--- src/rtl/control_unit.sv ---
// RV32I subset decode-stage control unit (lw, sw, R-type, I-type ALU, beq).
// Latency: 1 cycle; every control output is taken from the decode pipeline register.
// Backpressure: none. The unit decodes every cycle and has no stall or enable input.
//
// Ports:
//   clk, rst_n        clock and asynchronous active-low reset (clears all outputs)
//   Op/funct3/funct7  instruction fields [6:0], [14:12], [31:25]; only funct7[5] is used
//   RegWrite          register file write enable
//   ImmSrc            immediate format: 00=I, 01=S, 10=B
//   ALUSrc            ALU operand B: 0=register, 1=immediate
//   MemWrite          data memory write enable
//   ResultSrc         writeback select: 0=ALU result, 1=memory read data
//   Branch            conditional branch
//   ALUControl        000 add, 001 sub, 010 and, 011 or, 101 slt
//   IllegalOp         only when CU_ILLEGAL_OP_EN is defined: unsupported opcode or
//                     unsupported funct3 for an ALU-class instruction
module control_unit (
    input  logic       clk,
    input  logic       rst_n,
    input  logic [6:0] Op,
    input  logic [2:0] funct3,
    input  logic [6:0] funct7,
    output logic       RegWrite,
    output logic [1:0] ImmSrc,
    output logic       ALUSrc,
    output logic       MemWrite,
    output logic       ResultSrc,
    output logic       Branch,
`ifdef CU_ILLEGAL_OP_EN
    output logic [2:0] ALUControl,
    output logic       IllegalOp
`else
    output logic [2:0] ALUControl
`endif
);

    localparam logic [6:0] OP_LW   = 7'b0000011;
    localparam logic [6:0] OP_SW   = 7'b0100011;
    localparam logic [6:0] OP_R    = 7'b0110011;
    localparam logic [6:0] OP_IALU = 7'b0010011;
    localparam logic [6:0] OP_BEQ  = 7'b1100011;

    localparam logic [2:0] ALU_ADD = 3'b000;
    localparam logic [2:0] ALU_SUB = 3'b001;
    localparam logic [2:0] ALU_AND = 3'b010;
    localparam logic [2:0] ALU_OR  = 3'b011;
    localparam logic [2:0] ALU_SLT = 3'b101;

    // Only funct7[5] distinguishes add/sub; the remaining bits are don't-care.
    logic unused_funct7;
    assign unused_funct7 = ^{funct7[6], funct7[4:0]};

    // ------------------------------------------------------------------
    // Main decoder
    // ------------------------------------------------------------------
    logic       reg_write_d;
    logic [1:0] imm_src_d;
    logic       alu_src_d;
    logic       mem_write_d;
    logic       result_src_d;
    logic       branch_d;
    logic [1:0] alu_op;
    logic       op_known;

    always_comb begin
        reg_write_d  = 1'b0;
        imm_src_d    = 2'b00;
        alu_src_d    = 1'b0;
        mem_write_d  = 1'b0;
        result_src_d = 1'b0;
        branch_d     = 1'b0;
        alu_op       = 2'b00;
        op_known     = 1'b1;
        // An X or unlisted opcode matches no item and falls to the all-zero row.
        case (Op)
            OP_LW: begin
                reg_write_d  = 1'b1;
                alu_src_d    = 1'b1;
                result_src_d = 1'b1;
            end
            OP_SW: begin
                imm_src_d   = 2'b01;
                alu_src_d   = 1'b1;
                mem_write_d = 1'b1;
            end
            OP_R: begin
                reg_write_d = 1'b1;
                alu_op      = 2'b10;
            end
            OP_IALU: begin
                reg_write_d = 1'b1;
                alu_src_d   = 1'b1;
                alu_op      = 2'b10;
            end
            OP_BEQ: begin
                imm_src_d = 2'b10;
                branch_d  = 1'b1;
                alu_op    = 2'b01;
            end
            default: op_known = 1'b0;
        endcase
    end

    // ------------------------------------------------------------------
    // ALU decoder
    // ------------------------------------------------------------------
    logic [2:0] alu_ctrl_d;
    logic       funct3_known;

    always_comb begin
        alu_ctrl_d   = ALU_ADD;
        funct3_known = 1'b1;
        case (alu_op)
            2'b00: alu_ctrl_d = ALU_ADD;
            2'b01: alu_ctrl_d = ALU_SUB;
            2'b10: begin
                case (funct3)
                    // Op[5] separates R-type from I-type, so addi never subtracts
                    // even when its immediate happens to set bit 30.
                    3'b000:  alu_ctrl_d = ({Op[5], funct7[5]} == 2'b11) ? ALU_SUB : ALU_ADD;
                    3'b010:  alu_ctrl_d = ALU_SLT;
                    3'b110:  alu_ctrl_d = ALU_OR;
                    3'b111:  alu_ctrl_d = ALU_AND;
                    default: begin
                        alu_ctrl_d   = ALU_ADD;
                        funct3_known = 1'b0;
                    end
                endcase
            end
            default: alu_ctrl_d = ALU_ADD;
        endcase
    end

    // ------------------------------------------------------------------
    // Decode pipeline register
    // ------------------------------------------------------------------
    logic       reg_write_q;
    logic [1:0] imm_src_q;
    logic       alu_src_q;
    logic       mem_write_q;
    logic       result_src_q;
    logic       branch_q;
    logic [2:0] alu_ctrl_q;

    always_ff @(posedge clk or negedge rst_n) begin
        if (!rst_n) begin
            reg_write_q  <= 1'b0;
            imm_src_q    <= 2'b00;
            alu_src_q    <= 1'b0;
            mem_write_q  <= 1'b0;
            result_src_q <= 1'b0;
            branch_q     <= 1'b0;
            alu_ctrl_q   <= 3'b000;
        end else begin
            reg_write_q  <= reg_write_d;
            imm_src_q    <= imm_src_d;
            alu_src_q    <= alu_src_d;
            mem_write_q  <= mem_write_d;
            result_src_q <= result_src_d;
            branch_q     <= branch_d;
            alu_ctrl_q   <= alu_ctrl_d;
        end
    end

    assign RegWrite   = reg_write_q;
    assign ImmSrc     = imm_src_q;
    assign ALUSrc     = alu_src_q;
    assign MemWrite   = mem_write_q;
    assign ResultSrc  = result_src_q;
    assign Branch     = branch_q;
    assign ALUControl = alu_ctrl_q;

`ifdef CU_ILLEGAL_OP_EN
    logic illegal_d;
    logic illegal_q;

    assign illegal_d = !op_known || ((alu_op == 2'b10) && !funct3_known);

    always_ff @(posedge clk or negedge rst_n) begin
        if (!rst_n) begin
            illegal_q <= 1'b0;
        end else begin
            illegal_q <= illegal_d;
        end
    end

    assign IllegalOp = illegal_q;
`else
    // Without the illegal-op output these qualifiers have no consumer.
    logic unused_known;
    assign unused_known = op_known ^ funct3_known;
`endif

endmodule

--- config.mk ---
export PLATFORM = sky130hd
export DESIGN_NAME = control_unit
export DESIGN_NICKNAME = d
export VERILOG_FILES = /design/src/rtl/control_unit.sv
export SDC_FILE = /design/constraint.sdc
export NUM_CORES = 1
export LEC_CHECK = 0
export BUFFER_PORTS_ARGS = -buffer_cell sky130_fd_sc_hd__buf_2
export CORE_AREA = 10 10 47 49
export CTS_BUF_LIST = sky130_fd_sc_hd__clkbuf_8
export DETAILED_ROUTE_END_ITERATION = 7
export DIE_AREA = 0 0 57 59
export GPL_TIMING_DRIVEN = 0
export PLACE_DENSITY = 0.66
export SETUP_SLACK_MARGIN = 0.5
export SLEW_MARGIN = 20
export SYNTH_ARGS = -nofsm -noshare
export SYNTH_HDL_FRONTEND = slang
export SYNTH_SLANG_ARGS = --single-unit
--- constraint.sdc ---
create_clock -name clk -period 0.8 [get_ports clk]
set_input_delay 0.04 -clock clk [delete_from_list [all_inputs] [get_ports clk]]
set_output_delay 0.04 -clock clk [all_outputs]
set_load 0.02 [all_outputs]
# Yosys cells after proc, flatten, opt, wreduce, memory -nomap -nowiden
# Cells that the tools add are included.
[op_classes]
eq_ne = 11
mux = 10
n_reduce_logical = 4
[op_table]
columns = ["op", "count"]
rows = [
  ["$eq A7 B6 Y1 const B", 2],
  ["$pmux W3 S4", 1],
  ["$pmux W2 S2", 2],
  ["$eq A7 B2 Y1 const B", 1],
  ["$eq A7 B5 Y1 const B", 1],
  ["$eq A7 B7 Y1 const B", 1],
  ["$eq A3 B3 Y1 const B", 2],
  ["$mux W1", 6],
  ["$pmux W3 S2", 1],
  ["$reduce_or A3 Y1", 2],
  ["$eq A2 B2 Y1 const B", 2],
  ["$eq A3 B2 Y1 const B", 1],
  ["$logic_not A3 Y1", 1],
  ["$eq A2 B1 Y1 const B", 1],
  ["$reduce_or A2 Y1", 1],
]
[word_totals]
regBits = 10
input_bits = 19
output_inout_bits = 10
word_cells = 32

# Logic depth before layout (Yosys ltp)
[logic_depth]
depth_word = 5
mapped_depth = 7
depth_no_buf = 7

# Worst setup path after synthesis
# No wires, ideal clock.
[synth_timing]
kind = "input to register"
from = "in Op[3]"
to = "reg alu_ctrl_q[0], in the netlist ALUControl[0]"
t_arrival_ps = 1167
required_time_ps = 723
setup_slack_ps = -444
stages = 6
n_path_buf = 0
cell_sequence = "nor4_1 and2_1 ha_1 nor3b_1 nand3_1 a21oi_1"
[synth_via]
elab_chain_cells = 5
word_cells_on_any_way = 8
classes_between = "5 x eq/ne; 2 x mux; 1 x reduce/logical"
[synth_rtl]
columns = ["item", "line_no", "text"]
rows = [
  ["from (decl)", "20", "input logic [6:0] Op,"],
  ["$eq A7 B5 Y1 / $eq A7 B6 Y1 (equally long branches)", "75", "case (Op)"],
  ["$reduce_or A2 Y1 (no source line)", "-", ""],
  ["$pmux W2 S2 *", "75", ""],
  ["$eq A2 B2 Y1 / $eq A2 B1 Y1 (equally long branches)", "-", ""],
  ["$pmux W3 S2 *", "113", "case (alu_op)"],
  ["named net alu_ctrl_d[0]", "107", "logic [2:0] alu_ctrl_d;"],
  ["to (signal assigned)", "161", "alu_ctrl_q <= alu_ctrl_d;"],
  ["to (decl)", "143", "logic [2:0] alu_ctrl_q;"],
]
# Mark *: on every way through the listed nets, which the timed path passes. The rest lies on a longest branch.

# Worst setup path in the final report
[layout_timing]
from = "in Op[0]"
to = "reg alu_ctrl_q[0], in the netlist ALUControl[0]"
# Same word-level chain as after synthesis.

==> results_dict.tcl <==
set metrics [dict create \
    status "finished, violations left" \
    violations "hold timing, setup timing" \
    combPwrFrac_pct 12.2 \
    swShare_pct 19.4 \
    syn_nets 55 \
    setup_ws_ns -0.222 \
    nets 89 \
    critPathRequiredTime_ns 0.91 \
    die_h_um 59 \
    post_drt_via_cell_ratio 4.53 \
    fin_crit_ns 1.02 \
    cp-start-kind "input pin" \
    relSlewSlack_pct 85.8 \
    post-place-ws_ns -0.569 \
    p_switching_uw 244 \
    p_leak_nw 0.428 \
    worstPathArrival_ns 1.13 \
    drive_above_1_share_pct 76.1 \
    critPathMaxFanout 3 \
    start_util_pct 29.6 \
    row_count 14 \
    clock_sinks 10 \
    syn_inst 34 \
    finalCritPeriodShare_pct 128 \
    clk_path_buf_depth 2 \
    num_antenna_cells 0 \
    worstSetupPathType "input pin to flop" \
    max-vdd-ir-drop_mv 0.654 \
    internal_power_mw 1.02 \
    die-area_um2 3360 \
    ys_types 18 \
    core_um2 1400 \
    grt_pass1_wl_mm 1.77 \
    antenna_left 0 \
    seqPwrFrac_pct 40.6 \
    hp-class "input pin to asynchronous set/reset pin" \
    hold_violations 10 \
    n_fill_cell 117 \
    netlist_area_um2 414 \
    power_density_nw_per_um2 1430 \
    holdWs_ns -0.348 \
    rsz0062_at_grt "true" \
    worst_pin_slew_ns 0.212 \
    antenna_found_initial 0 \
    drt_wl_total_mm 1.11 \
    gp_congestion 0.687 \
    yosys_warnings 0 \
    avgSynthCellArea_um2 12.2 \
    grt_pass1_vias 414 \
    io_buffer_count 22 \
    die_x_um 57 \
    grt_max_degree 11 \
    clock-root-buffer "clkbuf_8" \
    cts.reportedPaths.clkPinSlew_ns 0.04 \
    grt_overflow_total 0 \
    setup_violations 3 \
    ys_ff_latch 10 \
    drtPass1Iterations 3 \
    htree_levels 1 \
    grt_util_all_layers_pct 6.54 \
    route.vias.total 376 \
    dr.first_iter.drc_count 6 \
    total_power_mw 1.26 \
    ys_seq_area_share_pct 60.4 \
    clock_power_share_pct 47.2 \
    crit_path_end_kind "flop" \
    numCtsBuffers 3 \
    cap_viol_max_count 0 \
    pin_count 29 \
    post_drt_wl_per_cell_um 13.4 \
    fmax_ghz 0.978 \
    report.final.slew_viol_count 0 \
    synthToLayoutAreaGrowth_pct 113 \
    cts_tree "yes" \
    drc_errors 0 \
]
[logic make-up (layout without fill, tap and decap cells)]
| group | after synthesis | count (layout) | synth area share [%] |
|---|---|---|---|
| fa+ha+maj | 2 | 2 | 6.04 |
| compound gates | 3 | 3 | 4.83 |
| buf+inv | 1 | 34 | 0.905 |
| simple gates | 18 | 18 | 27.8 |
| flops | 10 | 10 | 60.4 |
[cell usage after synthesis]
cell / count / area share (%)
and4b_1: 1 / 2.4
nand2_1: 2 / 1.8
nor3_2: 1 / 2.4
nor3b_1: 1 / 1.8
nor2b_1: 1 / 1.5
a21oi_2: 1 / 2.1
nor2_1: 1 / 0.91
inv_1: 1 / 0.91
nor3_1: 1 / 1.2
ha_1: 2 / 6.0
and3_1: 2 / 3.0
a21oi_1: 1 / 1.2
and2_1: 4 / 6.0
a31oi_1: 1 / 1.5
nand3_1: 2 / 2.4
dfrtp_1: 10 / 60
nor4_1: 1 / 1.5
or4_4: 1 / 2.7
[layout make-up]
class	count	area [µm²]	area share (%)
Multi-Input combinational cell	23	278	31.4
Timing Repair Buffer	29	277	31.3
Inverter	1	3.75	0.425
Sequential cell	10	250	28.3
Clock buffer	4	55.1	6.23
Tap cell	16	20.0	2.27
[flip-flops by register name (all words and copies together) (netlist names)]
name,flops
RegWrite,1
ImmSrc,2
ResultSrc,1
ALUSrc,1
ALUControl,3
MemWrite,1
Branch,1
[critical path, stage by stage]
cell	delay, ns
buf_8	0.08
nand2_8	0.05
buf_6	0.11
nor3_4	0.20
nand3_1	0.10
ha_2	0.21
buf_4	0.13
a31oi_2	0.14
a21oi_2	0.08
[cells in the final DEF (no fill, tap or decap)]
cell type	Yosys	final
and2_1	4	2
nor3_4	0	2
ha_4	0	1
and3_4	0	1
nor4_4	0	1
buf_8	0	3
nand3_1	2	1
buf_2	0	8
nor2_2	0	1
buf_4	0	3
nand3_2	0	1
a31oi_2	0	1
nand2_8	0	1
nand2_4	0	1
dfrtp_1	10	10
or4_4	1	1
nor3b_4	0	1
nor2b_4	0	1
inv_1	1	1
and2_4	0	2
buf_6	0	15
clkbuf_8	0	4
and3_1	2	1
ha_2	0	1
and4b_1	1	1
a21oi_2	1	2
[timing repair]
item                                    4_1_cts  5_1_grt
cloned                                        0        0
resized for setup                            34       14
hold endpoints to repair                     10       10
pin swaps                                     8        6
endpoints found under the setup margin       20       20
buffers inserted                              4        3
[path summary, 6_finish.rpt]
check | startpoint | to | slack [ns] | cells past startpoint
min in group clk | funct7[5] | ALUControl[0] | 0.06 | 3
max in group asynchronous | rst_n | MemWrite | 0.98 | 1
worst min-delay path | rst_n | ALUControl[2] | -0.35 | 1
worst max-delay path | Op[0] | ALUControl[0] | -0.22 | 9
[power by group through the flow]
| stage | registers (mW) | clock network (mW) | logic, mW |
|---|---|---|---|
| floorplan | 0.523 | 0 | 0.0276 |
| global placement | 0.518 | 0 | 0.100 |
| detailed placement | 0.518 | 0 | 0.103 |
| CTS | 0.512 | 0.617 | 0.128 |
| global route | 0.511 | 0.645 | 0.167 |
| finish | 0.512 | 0.596 | 0.154 |
[per-layer routing]
layer  routed length [µm]  track usage, %  vias to the layer above
met3                   74            1.72                        0
met4                    0            6.04                        0
met5                    0               0                        -
li1                     -               -                      186
met2                  634            10.4                       16
met1                  401            6.95                      174
[per-stage QoR]
stage	setup TNS [ns]	util [%]	area, µm²	instances
after floorplan	-0.642	-	472	34
after global placement	-1.78	42.9	602	72
after detailed placement	-1.87	42.9	602	72
after CTS	-0.627	57.6	807	80
after global routing	-0.839	63.0	883	83
final	-0.594	63.0	883	83
Power figures use the tool's default switching activity.
